--- src/rtl/pc_sequencer_pkg.sv ---
// Shared sequencer types: FSM state encoding and the default sequential PC step.
package SequencerPackage;

    typedef enum logic [1:0] {
        SEQ_FETCH   = 2'd0,
        SEQ_EXECUTE = 2'd1,
        SEQ_HALT    = 2'd2
    } SequencerState;

    localparam logic [31:0] DEFAULT_PC_STEP = 32'd4;

endpackage

--- src/rtl/pc_sequencer_if.sv ---
// Bundle of instruction-memory, branch-unit and execute-stage signals seen by the sequencer.
interface pc_sequencer_if;

    logic        imemRequest;
    logic [31:0] fetchAddress;
    logic        imemReady;
    logic [31:0] imemData;
    logic [31:0] instruction;
    logic        instructionValid;
    logic [31:0] pcAddress;
    logic        execDone;
    logic        stall;
    logic        shouldUseNewPC;
    logic [31:0] branchTo;
    logic        halt;
    logic        flush;
    logic        alignmentFault;
    logic [31:0] retiredCount;

    modport master (
        output imemRequest, fetchAddress, instruction, instructionValid, pcAddress,
               flush, alignmentFault, retiredCount,
        input  imemReady, imemData, execDone, stall, shouldUseNewPC, branchTo, halt
    );

    modport slave (
        input  imemRequest, fetchAddress, instruction, instructionValid, pcAddress,
               flush, alignmentFault, retiredCount,
        output imemReady, imemData, execDone, stall, shouldUseNewPC, branchTo, halt
    );

endinterface

--- src/rtl/pc_sequencer.sv ---
// Program-counter owner: fetches one instruction, holds it through execute, then
// advances or redirects the PC on retire. A halt at retire parks the core until reset.
module pc_sequencer
    import SequencerPackage::*;
#(
    parameter logic [31:0] RESET_PC = 32'h0000_0000,
    parameter logic [31:0] PC_STEP  = DEFAULT_PC_STEP
) (
    input  logic          clk,
    input  logic          rst,
    pc_sequencer_if.master bus
);

    SequencerState state_q, state_d;
    logic [31:0]   pc_q, pc_d;
    logic [31:0]   instr_q, instr_d;
    logic [31:0]   count_q, count_d;
    logic          flush_q, flush_d;
    logic          fault_q, fault_d;
    logic          retire;

    always_comb begin
        state_d = state_q;
        pc_d    = pc_q;
        instr_d = instr_q;
        count_d = count_q;
        flush_d = 1'b0;
        fault_d = fault_q;
        retire  = (state_q == SEQ_EXECUTE) && bus.execDone && !bus.stall;

        case (state_q)
            SEQ_FETCH: begin
                if (bus.imemReady) begin
                    instr_d = bus.imemData;
                    state_d = SEQ_EXECUTE;
                end
            end
            SEQ_EXECUTE: begin
                if (retire) begin
                    // Redirect targets are forced word-aligned; a misaligned request is recorded.
                    if (bus.shouldUseNewPC) begin
                        pc_d    = {bus.branchTo[31:2], 2'b00};
                        flush_d = 1'b1;
                        fault_d = fault_q | (bus.branchTo[1:0] != 2'b00);
                    end else begin
                        pc_d = pc_q + PC_STEP;
                    end
                    count_d = count_q + 32'd1;
                    state_d = bus.halt ? SEQ_HALT : SEQ_FETCH;
                end
            end
            default: state_d = SEQ_HALT;
        endcase
    end

    always_ff @(posedge clk or negedge rst) begin
        if (!rst) begin
            state_q <= SEQ_FETCH;
            pc_q    <= RESET_PC;
            instr_q <= 32'd0;
            count_q <= 32'd0;
            flush_q <= 1'b0;
            fault_q <= 1'b0;
        end else begin
            state_q <= state_d;
            pc_q    <= pc_d;
            instr_q <= instr_d;
            count_q <= count_d;
            flush_q <= flush_d;
            fault_q <= fault_d;
        end
    end

    // The request is gated by reset so it drops the moment reset asserts, not at the next edge.
    assign bus.imemRequest      = rst && (state_q == SEQ_FETCH);
    assign bus.fetchAddress     = pc_q;
    assign bus.instructionValid = (state_q == SEQ_EXECUTE);
    assign bus.instruction      = instr_q;
    assign bus.pcAddress        = pc_q;
    assign bus.flush            = flush_q;
    assign bus.alignmentFault   = fault_q;
    assign bus.retiredCount     = count_q;

endmodule

--- src/flat_wrapper.sv ---
// flat-port wrapper written by rule: the top's interface ports become plain ports
module pc_sequencer_flat import SequencerPackage::*;
#(
    parameter logic [31:0] RESET_PC = 32'h0000_0000,
    parameter logic [31:0] PC_STEP  = DEFAULT_PC_STEP
)
  (clk, rst, bus_imemRequest, bus_fetchAddress, bus_instruction, bus_instructionValid, bus_pcAddress, bus_flush, bus_alignmentFault, bus_retiredCount, bus_imemReady, bus_imemData, bus_execDone, bus_stall, bus_shouldUseNewPC, bus_branchTo, bus_halt);
  pc_sequencer_if bus_i ();
  input  logic clk;
  input  logic rst;
  output wire logic [$bits(bus_i.imemRequest)-1:0] bus_imemRequest;
  output wire logic [$bits(bus_i.fetchAddress)-1:0] bus_fetchAddress;
  output wire logic [$bits(bus_i.instruction)-1:0] bus_instruction;
  output wire logic [$bits(bus_i.instructionValid)-1:0] bus_instructionValid;
  output wire logic [$bits(bus_i.pcAddress)-1:0] bus_pcAddress;
  output wire logic [$bits(bus_i.flush)-1:0] bus_flush;
  output wire logic [$bits(bus_i.alignmentFault)-1:0] bus_alignmentFault;
  output wire logic [$bits(bus_i.retiredCount)-1:0] bus_retiredCount;
  input wire logic [$bits(bus_i.imemReady)-1:0] bus_imemReady;
  input wire logic [$bits(bus_i.imemData)-1:0] bus_imemData;
  input wire logic [$bits(bus_i.execDone)-1:0] bus_execDone;
  input wire logic [$bits(bus_i.stall)-1:0] bus_stall;
  input wire logic [$bits(bus_i.shouldUseNewPC)-1:0] bus_shouldUseNewPC;
  input wire logic [$bits(bus_i.branchTo)-1:0] bus_branchTo;
  input wire logic [$bits(bus_i.halt)-1:0] bus_halt;
  assign bus_imemRequest = bus_i.imemRequest;
  assign bus_fetchAddress = bus_i.fetchAddress;
  assign bus_instruction = bus_i.instruction;
  assign bus_instructionValid = bus_i.instructionValid;
  assign bus_pcAddress = bus_i.pcAddress;
  assign bus_flush = bus_i.flush;
  assign bus_alignmentFault = bus_i.alignmentFault;
  assign bus_retiredCount = bus_i.retiredCount;
  assign bus_i.imemReady = bus_imemReady;
  assign bus_i.imemData = bus_imemData;
  assign bus_i.execDone = bus_execDone;
  assign bus_i.stall = bus_stall;
  assign bus_i.shouldUseNewPC = bus_shouldUseNewPC;
  assign bus_i.branchTo = bus_branchTo;
  assign bus_i.halt = bus_halt;
  pc_sequencer #(.RESET_PC(RESET_PC), .PC_STEP(PC_STEP)) u_core (.clk(clk), .rst(rst), .bus(bus_i));
endmodule
--- config.mk ---
export PLATFORM = sky130hd
export DESIGN_NAME = pc_sequencer_flat
export DESIGN_NICKNAME = d
export VERILOG_FILES = /design/src/rtl/pc_sequencer_pkg.sv /design/src/rtl/pc_sequencer_if.sv /design/src/rtl/pc_sequencer.sv /design/src/flat_wrapper.sv
export SDC_FILE = /design/constraint.sdc
export NUM_CORES = 1
export LEC_CHECK = 0
export ABC_AREA = 1
export BUFFER_PORTS_ARGS = -buffer_cell sky130_fd_sc_hd__buf_4
export CAP_MARGIN = 20
export CORE_AREA = 2 2 121 123
export CTS_CLUSTER_SIZE = 16
export DETAILED_ROUTE_END_ITERATION = 10
export DIE_AREA = 0 0 123 125
export GPL_ROUTABILITY_DRIVEN = 1
export PLACE_DENSITY = 0.8
export SYNTH_ARGS = -nofsm -noshare
export SYNTH_HDL_FRONTEND = slang
export SYNTH_SLANG_ARGS = --single-unit
export TNS_END_PERCENT = 20
--- constraint.sdc ---
create_clock -name clk -period 1.77 [get_ports clk]
set_clock_uncertainty 0.2 [all_clocks]
set_input_delay 0.2655 -clock clk [delete_from_list [all_inputs] [get_ports clk]]
set_output_delay 0.2655 -clock clk [all_outputs]
set_load 0.05 [all_outputs]
==> results of run 1 <==
## worst max-delay path, delay by kind of cell, from the launching register on
family | cells | cell delay (ns)
buffers and inverters | 2 | 0.35
and+or+nand+nor | 1 | 0.18
DFF | 1 | 0.42
## metal layers
metal / vias to the layer above / global-route usage [%] / wire length [µm] / part of all wire [%]
li1: 2850 / - / - / -
met4: 0 / 8.89 / 489 / 2.8
met5: - / 0 / 0 / 0
met1: 2732 / 28.3 / 6980 / 40
met2: 211 / 39.2 / 8980 / 51
met3: 41 / 3.28 / 1040 / 5.9
## registers in the layout, summed over array words and instances, names as in the netlist
name,cells
u_core.bus.instruction,32
u_core.bus.retiredCount,32
u_core.bus.fetchAddress,30
u_core.state_q,2
u_core.bus.alignmentFault,1
u_core.bus.flush,1
## cells by family after synthesis
family                     synth area share [%]
AOI/OAI and AO/OA                          3.22
muxes                                      6.39
and+or+nand+nor                            33.9
xor gates and xnor gates                   3.11
buffers and inverters                      9.39
other                                    0.0665
DFF                                        43.5
adders and majority gates                 0.444
## final timing paths
path | start | end | slack, ns | cells after the start
max | u_core.state_q[1]$_DFFE_PN0P_ | bus_imemRequest | -0.002 | 3
min | bus_branchTo[7] | u_core.bus.fetchAddress[7]$_DFFE_PN0P_ | -0.002 | 3
max reg2reg | u_core.state_q[1]$_DFFE_PN0P_ | u_core.bus.fetchAddress[5]$_DFFE_PN0P_ | 0.04 | 7
min reg2reg | u_core.bus.alignmentFault$_DFFE_PN0P_ | u_core.bus.alignmentFault$_DFFE_PN0P_ | 0.28 | 1
max in group asynchronous | rst | u_core.bus.fetchAddress[12]$_DFFE_PN0P_ | 0.52 | 3
min in group asynchronous | rst | u_core.bus.retiredCount[10]$_DFFE_PN0P_ | 0.43 | 3
## synthesized netlist by cell type, drive strengths merged
master | number | area, µm²
a211oi | 3 | 22.5
a21oi | 4 | 20.0
a22oi | 2 | 15.0
and2 | 1 | 6.26
buf | 48 | 330
conb | 1 | 3.75
dfrtp | 98 | 2450
ha | 2 | 25.0
inv | 53 | 199
mux2 | 32 | 360
nand2 | 261 | 987
nand3 | 50 | 270
nand3b | 6 | 45.0
nand4 | 8 | 50.1
nor2 | 111 | 482
nor3 | 11 | 55.1
nor3b | 1 | 7.51
nor4 | 1 | 6.26
o21ai | 14 | 70.1
o21bai | 1 | 7.51
o22ai | 6 | 37.5
o311ai | 1 | 8.76
xnor2 | 7 | 61.3
xor2 | 13 | 114
## per-stage QoR
step,power (µW),setup TNS [ns]
2_1_floorplan,2650,-0.985
3_3_place_gp,2910,0
3_5_place_dp,2910,-0.0209
4_1_cts,5290,-0.0152
5_1_grt,5450,-0.405
6_report,5270,-0.00200
## power groups by stage
stage / Sequential (µW) / Clock (µW) / Combinational [µW]
floorplan: 2440 / 0 / 212
global placement: 2350 / 0 / 555
global route: 2310 / 2430 / 705
detailed placement: 2350 / 0 / 561
CTS: 2310 / 2330 / 659
finish: 2310 / 2300 / 660
## final cells by class
type	count	share of cell area (%)
multi-input combinational	539	33.4
clock inverter	5	1.19
timing repair buffer	305	28.7
inverter	53	2.31
clock buffer	10	2.78
tap	184	2.68
sequential	98	28.9
## what timing repair did
action                                  CTS  global route
endpoints found under the setup margin    4            39
buffers inserted                          0            16
gates resized for setup                   2            37
hold buffers                             54             0
pin swaps                                 1            13
endpoints found under the hold margin   150             0
==> impl_results.md, run 1 <==
- Max-cap violation count: 0
- Filler-free cell count of the finished design: 1194
- CTS clock-pin slew for the worst setup and hold paths: 0.07 ns
- Internal power: 3960 µW
- Count of cell types in the netlist: 31
- Via count of the routed design: 5834
- Number of antenna violations at the first check in global routing: 0
- Seq. cell area: 2490 µm²
- Post-detailed-route DRC marker count: 0
- Pre-antenna DRT Iters: 5
- TritonCTS Buffers: 9
- Post-layout utilization of the core: 60.5%
- Fin nets: 1079
- IO Pins: 203
- Violation count after the first detailed-routing iteration: 344
- Overflow left after global routing: 0
- Clock sink total: 98
- Total Wirelength: 17500 µm
- Switching Power: 1310 µW
- ANT cells: 0
- Total area of multi-input combinational cells: 2870 µm²
- Minimum clock period after layout: 1.77 ns
- GRT Util Overall: 22.7%
- Post-synth design cell area: 5640 µm²
- Die extent in x: 123 µm
- Starting utilization of the core area: 39.7%
- Ratio of routed vias to standard cells: 4.89
- Final hold slack: -0.00179 ns
- Required time of the worst setup path: 1.30 ns
- Status: complete, but fails checks
- Core ar.: 14200 µm²
- Root Buffer Master: sky130_fd_sc_hd__clkbuf_16
- Avg Synthesized Cell Area: 7.67 µm²
- Slowest cell on the critical path: sky130_fd_sc_hd__dfrtp_1
- Wire per inst: 14.6 µm
- Share of the clock period used by the worst path: 100%
- Most frequent cells in the layout: sky130_fd_sc_hd__nand2_1 (255), sky130_fd_sc_hd__buf_4 (247), sky130_fd_sc_hd__nor2_1 (78)
- CTS tree: built
- Worst-Margin Slew: 0.543 ns
- Violations in the final reports: hold timing, setup timing
- Ratio of cells with drive above 1 in the final layout: 37.5%
- Crit path arrival time: 1.31 ns
- DPL Wire Length: 12300 µm
- Placed cell area: 7460 µm²
- Count of fill cells added during filler insertion: 1225
- Setup violators final: 1
- Sequential-to-total area share from yosys stat: 43.5%
- CP Cell Sequence: buf_4, nor3b_2, buf_6
- Classification of the worst-slack hold path: input port to register
- Die extent in y: 125 µm
- Total of warnings raised by yosys: 0
- Post-route cell area: 8600 µm²
- Number of placed cells counting well taps: 1109
- Slowest stage delay, CP: 0.42 ns
- Type of element capturing the critical path: output port
- Number of buffers added on ports: 198
- Peak Freq: 0.564 GHz
- Via count of the first global-routing pass: 5536
- Kind of start point of the critical path: register
- Pre-CTS setup slack: -0.0209 ns
- Worst slew margin relative to its limit: 63.8%
- Number of nets with antenna violations after routing: 0
- Sequential share of power: 43.8%
- Number of buffers between clock root and the deepest sink: 2
- Final Hold Violating Endpoints: 1
- Fraction of power spent switching nets: 24.8%
- Total number of placement rows: 44
- Layout area overhead: 52.5%
- Routability cong.: 0.882
- Least setup slack across all paths after layout: -0.00200 ns
- Static leakage power: 0.00425 µW
- Register bit total from synthesis: 98
- Crit path kind: register to output port
- Gate power share: 12.5%
- Relative contribution of the clock network to total power: 43.7%
- Worst IR Drop VDD: 415 µV
- Most common cell after layout, fill and taps aside: sky130_fd_sc_hd__nand2_1
- Post-synthesis instance total: 735
- Power per standard cell area: 613 nW/µm²
- Clock latency of the later-clocked register in the worst-skew pair: 0.36 ns
- Number of slew-limit violations in the final report: 0
- Crit-path max FO: 3
- Die Area: 15400 µm²
- Global-route wire length before repair: 27700 µm
- Largest net degree at the start of global routing: 99
- RSZ-0062 raised after global routing: yes
- CTS HTree Levels: 3
Note: power is estimated with default switching activity, not from simulation.
==> run 2: changes to the inputs <==
--- a/config.mk
+++ b/config.mk
@@ -6,7 +6,7 @@
 export NUM_CORES = 1
 export LEC_CHECK = 0
 export ABC_AREA = 1
-export BUFFER_PORTS_ARGS = -buffer_cell sky130_fd_sc_hd__buf_4
+export BUFFER_PORTS_ARGS = -buffer_cell sky130_fd_sc_hd__buf_2
 export CAP_MARGIN = 20
 export CORE_AREA = 2 2 121 123
 export CTS_CLUSTER_SIZE = 16
@@ -14,7 +14,7 @@
 export DIE_AREA = 0 0 123 125
 export GPL_ROUTABILITY_DRIVEN = 1
 export PLACE_DENSITY = 0.8
+export SKIP_CTS_REPAIR_TIMING = 1
 export SYNTH_ARGS = -nofsm -noshare
 export SYNTH_HDL_FRONTEND = slang
 export SYNTH_SLANG_ARGS = --single-unit
-export TNS_END_PERCENT = 20
==> run 2 against run 1 <==
Compared with the run above:
- the flow finishes with violations (hold timing)
- cell count decreased by 2.5%
- sequential power about the same
- via count decreased by 2.4%
- critical path type unchanged
- largest power group unchanged
==> impl_results.md, run 2 (synthesis results as in run 1) <==
- Most common cell after layout, fill and taps aside: sky130_fd_sc_hd__nand2_1
- Reg2reg start: u_core.state_q[1]$_DFFE_PN0P_
- Clock sink total: 98 (unchanged)
- Crit path arrival time: 1.26 ns (-0.05 ns)
- Fin nets: 1048 (-2.9%)
- Power per standard cell area: 617 nW/µm² (+0.68%)
- Number of buffers between clock root and the deepest sink: 2 (unchanged)
- Crit-path max FO: 5 (+2)
- Worst IR Drop VDD: 372 µV (-10%)
- Crit path kind: register to output port
- Pre-CTS setup slack: 0.00949 ns (+0.0304 ns)
- Hold Path End: u_core.bus.fetchAddress[7]$_DFFE_PN0P_
- Met1 usage: 26.8% (-1.4 points)
- Met2 GRT Util: 34.6% (-4.5 points)
- Most frequent cells in the layout: sky130_fd_sc_hd__nand2_1 (258), sky130_fd_sc_hd__buf_2 (197), sky130_fd_sc_hd__nor2_1 (82)
- Share of the clock period used by the worst path: 97.6% (-2.5 points)
- Largest delay share family, worst path: flip-flops
- Setup violators final: 0 (-1)
- Ratio of routed vias to standard cells: 4.89 (+0.13%)
- Die extent in x: 123 µm (unchanged)
- Bufs and invs on worst path: 1 (-1)
- RSZ-0062 raised after global routing: yes
- Hold_sp: bus_branchTo[7]
- Layout area overhead: 37.6%
- GRT Util Overall: 20.5% (-2.1 points)
- Count of fill cells added during filler insertion: 1304 (+6.4%)
- Violations in the final reports: hold timing
- Global-route wire length before repair: 25100 µm (-9.6%)
- Setup TNS: 0 ns (+0.00200 ns)
- Via count of the first global-routing pass: 5095 (-8.0%)
- Ratio of cells with drive above 1 in the final layout: 37.8% (+0.23 points)
- Type of element capturing the critical path: output port
- Status: complete, but fails checks
- Root Buffer Master: sky130_fd_sc_hd__clkbuf_16
- Slowest cell on the critical path: sky130_fd_sc_hd__dfrtp_2
- Number of slew-limit violations in the final report: 0 (unchanged)
- Max-cap violation count: 0 (unchanged)
- Peak Freq: 0.579 GHz (+2.6%)
- Least setup slack across all paths after layout: 0.0427 ns (+0.0447 ns)
- Number of nets with antenna violations after routing: 0 (unchanged)
- R2R cell count: 9 (+2)
- Filler-free cell count of the finished design: 1164 (-2.5%)
- CP Cell Sequence: nor3b_2, buf_2
- ANT cells: 0 (unchanged)
- Total Wirelength: 16500 µm (-5.4%)
- Worst r2r dst: u_core.bus.retiredCount[27]$_DFFE_PN0P_
- Routability cong.: 0.924 (+4.8%)
- Slowest stage delay, CP: 0.45 ns (+0.03 ns)
- Minimum clock period after layout: 1.73 ns (-0.0447 ns)
- Wire per inst: 14.2 µm (-3.0%)
- Violation count after the first detailed-routing iteration: 316 (-8.1%)
- Static leakage power: 0.00398 µW (-6.3%)
- Pre-antenna DRT Iters: 5 (unchanged)
- Worst reg-to-reg setup slack: 0.09 ns (+0.05 ns)
- Classification of the worst-slack hold path: input port to register
- Final Hold Violating Endpoints: 6 (+5)
- DPL Wire Length: 11900 µm (-3.7%)
- Highest-utilization routing layer at the global route stage: met2
- Clock latency of the later-clocked register in the worst-skew pair: 0.36 ns (about the same)
- Starting utilization of the core area: 39.7% (unchanged)
- Final hold slack: -0.0433 ns (-0.0415 ns)
- Overflow left after global routing: 0 (unchanged)
- Via count of the routed design: 5695 (-2.4%)
- Number of placed cells counting well taps: 1103 (-0.54%)
- Post-detailed-route DRC marker count: 0 (unchanged)
- Required time of the worst setup path: 1.30 ns (about the same)
- Worst-Margin Slew: 0.585 ns (+0.0424 ns)
- CTS HTree Levels: 3 (unchanged)
- Number of antenna violations at the first check in global routing: 0 (unchanged)
- IO Pins: 203 (unchanged)
- Number of buffers added on ports: 198 (unchanged)
- Total number of placement rows: 44 (unchanged)
- CTS tree: built
- Die extent in y: 125 µm (unchanged)
- Core ar.: 14200 µm² (unchanged)
- Largest net degree at the start of global routing: 99 (unchanged)
- Fraction of met3 tracks used by global routing: 3.10% (-0.18 points)
- CTS clock-pin slew for the worst setup and hold paths: 0.07 ns (about the same)
- TritonCTS Buffers: 9 (unchanged)
- Kind of start point of the critical path: register
- Hold Path Depth: 3 (unchanged)
- Die Area: 15400 µm² (unchanged)
- Worst slew margin relative to its limit: 61.0% (-2.8 points)
-- run 2: worst max-delay path by stage --
| stage | startpoint | end | slack, ns | cells past startpoint |
|---|---|---|---|---|
| after CTS | u_core.bus.retiredCount[0]$_DFFE_PN0P_ | u_core.bus.retiredCount[20]$_DFFE_PN0P_ | -0.0003 | 8 |
| after floorplan | u_core.bus.retiredCount[0]$_DFFE_PN0P_ | u_core.bus.retiredCount[22]$_DFFE_PN0P_ | -0.03 | 10 |
| after detailed placement | u_core.state_q[1]$_DFFE_PN0P_ | u_core.bus.retiredCount[27]$_DFFE_PN0P_ | 0.009 | 9 |
| after global placement | u_core.state_q[1]$_DFFE_PN0P_ | u_core.bus.retiredCount[23]$_DFFE_PN0P_ | 0.05 | 9 |
| after global routing | u_core.bus.fetchAddress[3]$_DFFE_PN0P_ | u_core.bus.fetchAddress[24]$_DFFE_PN0P_ | -0.04 | 10 |
| final | u_core.state_q[0]$_DFFE_PN0P_ | bus_imemRequest | 0.04 | 2 |
-- run 2: tightest hold or removal path, cell delays in order --
cell	delay [ns]
sky130_fd_sc_hd__buf_2	0.07
sky130_fd_sc_hd__nor2_1	0.03
sky130_fd_sc_hd__a21oi_1	0.10
-- run 2: where the power goes --
part / internal (µW) / leakage [µW] / switching, µW
registers: 2260 / 0.00127 / 48.2
clock network: 979 / 0.000139 / 953
logic: 189 / 0.00257 / 354
-- run 2: routing by layer --
layer,up-vias,part of all wire (%),wire length (µm)
li1,2777,-,-
met1,2667,41,6800
met2,224,51,8440
met3,27,5.8,966
met4,0,2.0,335
met5,-,0,0
-- run 2: cell type report --
cell class | instances | area, µm² | area share (%)
Clock inverter | 7 | 58.8 | 0.758
Inverter | 53 | 199 | 2.56
Timing Repair Buffer | 274 | 1710 | 22.1
Tap cell | 184 | 230 | 2.97
Clock buffer | 9 | 225 | 2.90
Multi-Input combinational cell | 539 | 2830 | 36.4
Sequential cell | 98 | 2510 | 32.3
-- run 2: per-stage QoR --
step / cell area [µm²] / utilization, % / total power [µW] / hold slack, ns
global placement: 6950 / 48.9 / 2820 / 0.242
finish: 7760 / 54.6 / 4790 / -0.0433
CTS: 7230 / 50.9 / 4760 / -0.143
floorplan: 5790 / - / 2650 / -0.230
global route: 7760 / 54.6 / 4950 / 0.00339
detailed placement: 6950 / 48.9 / 2830 / 0.244
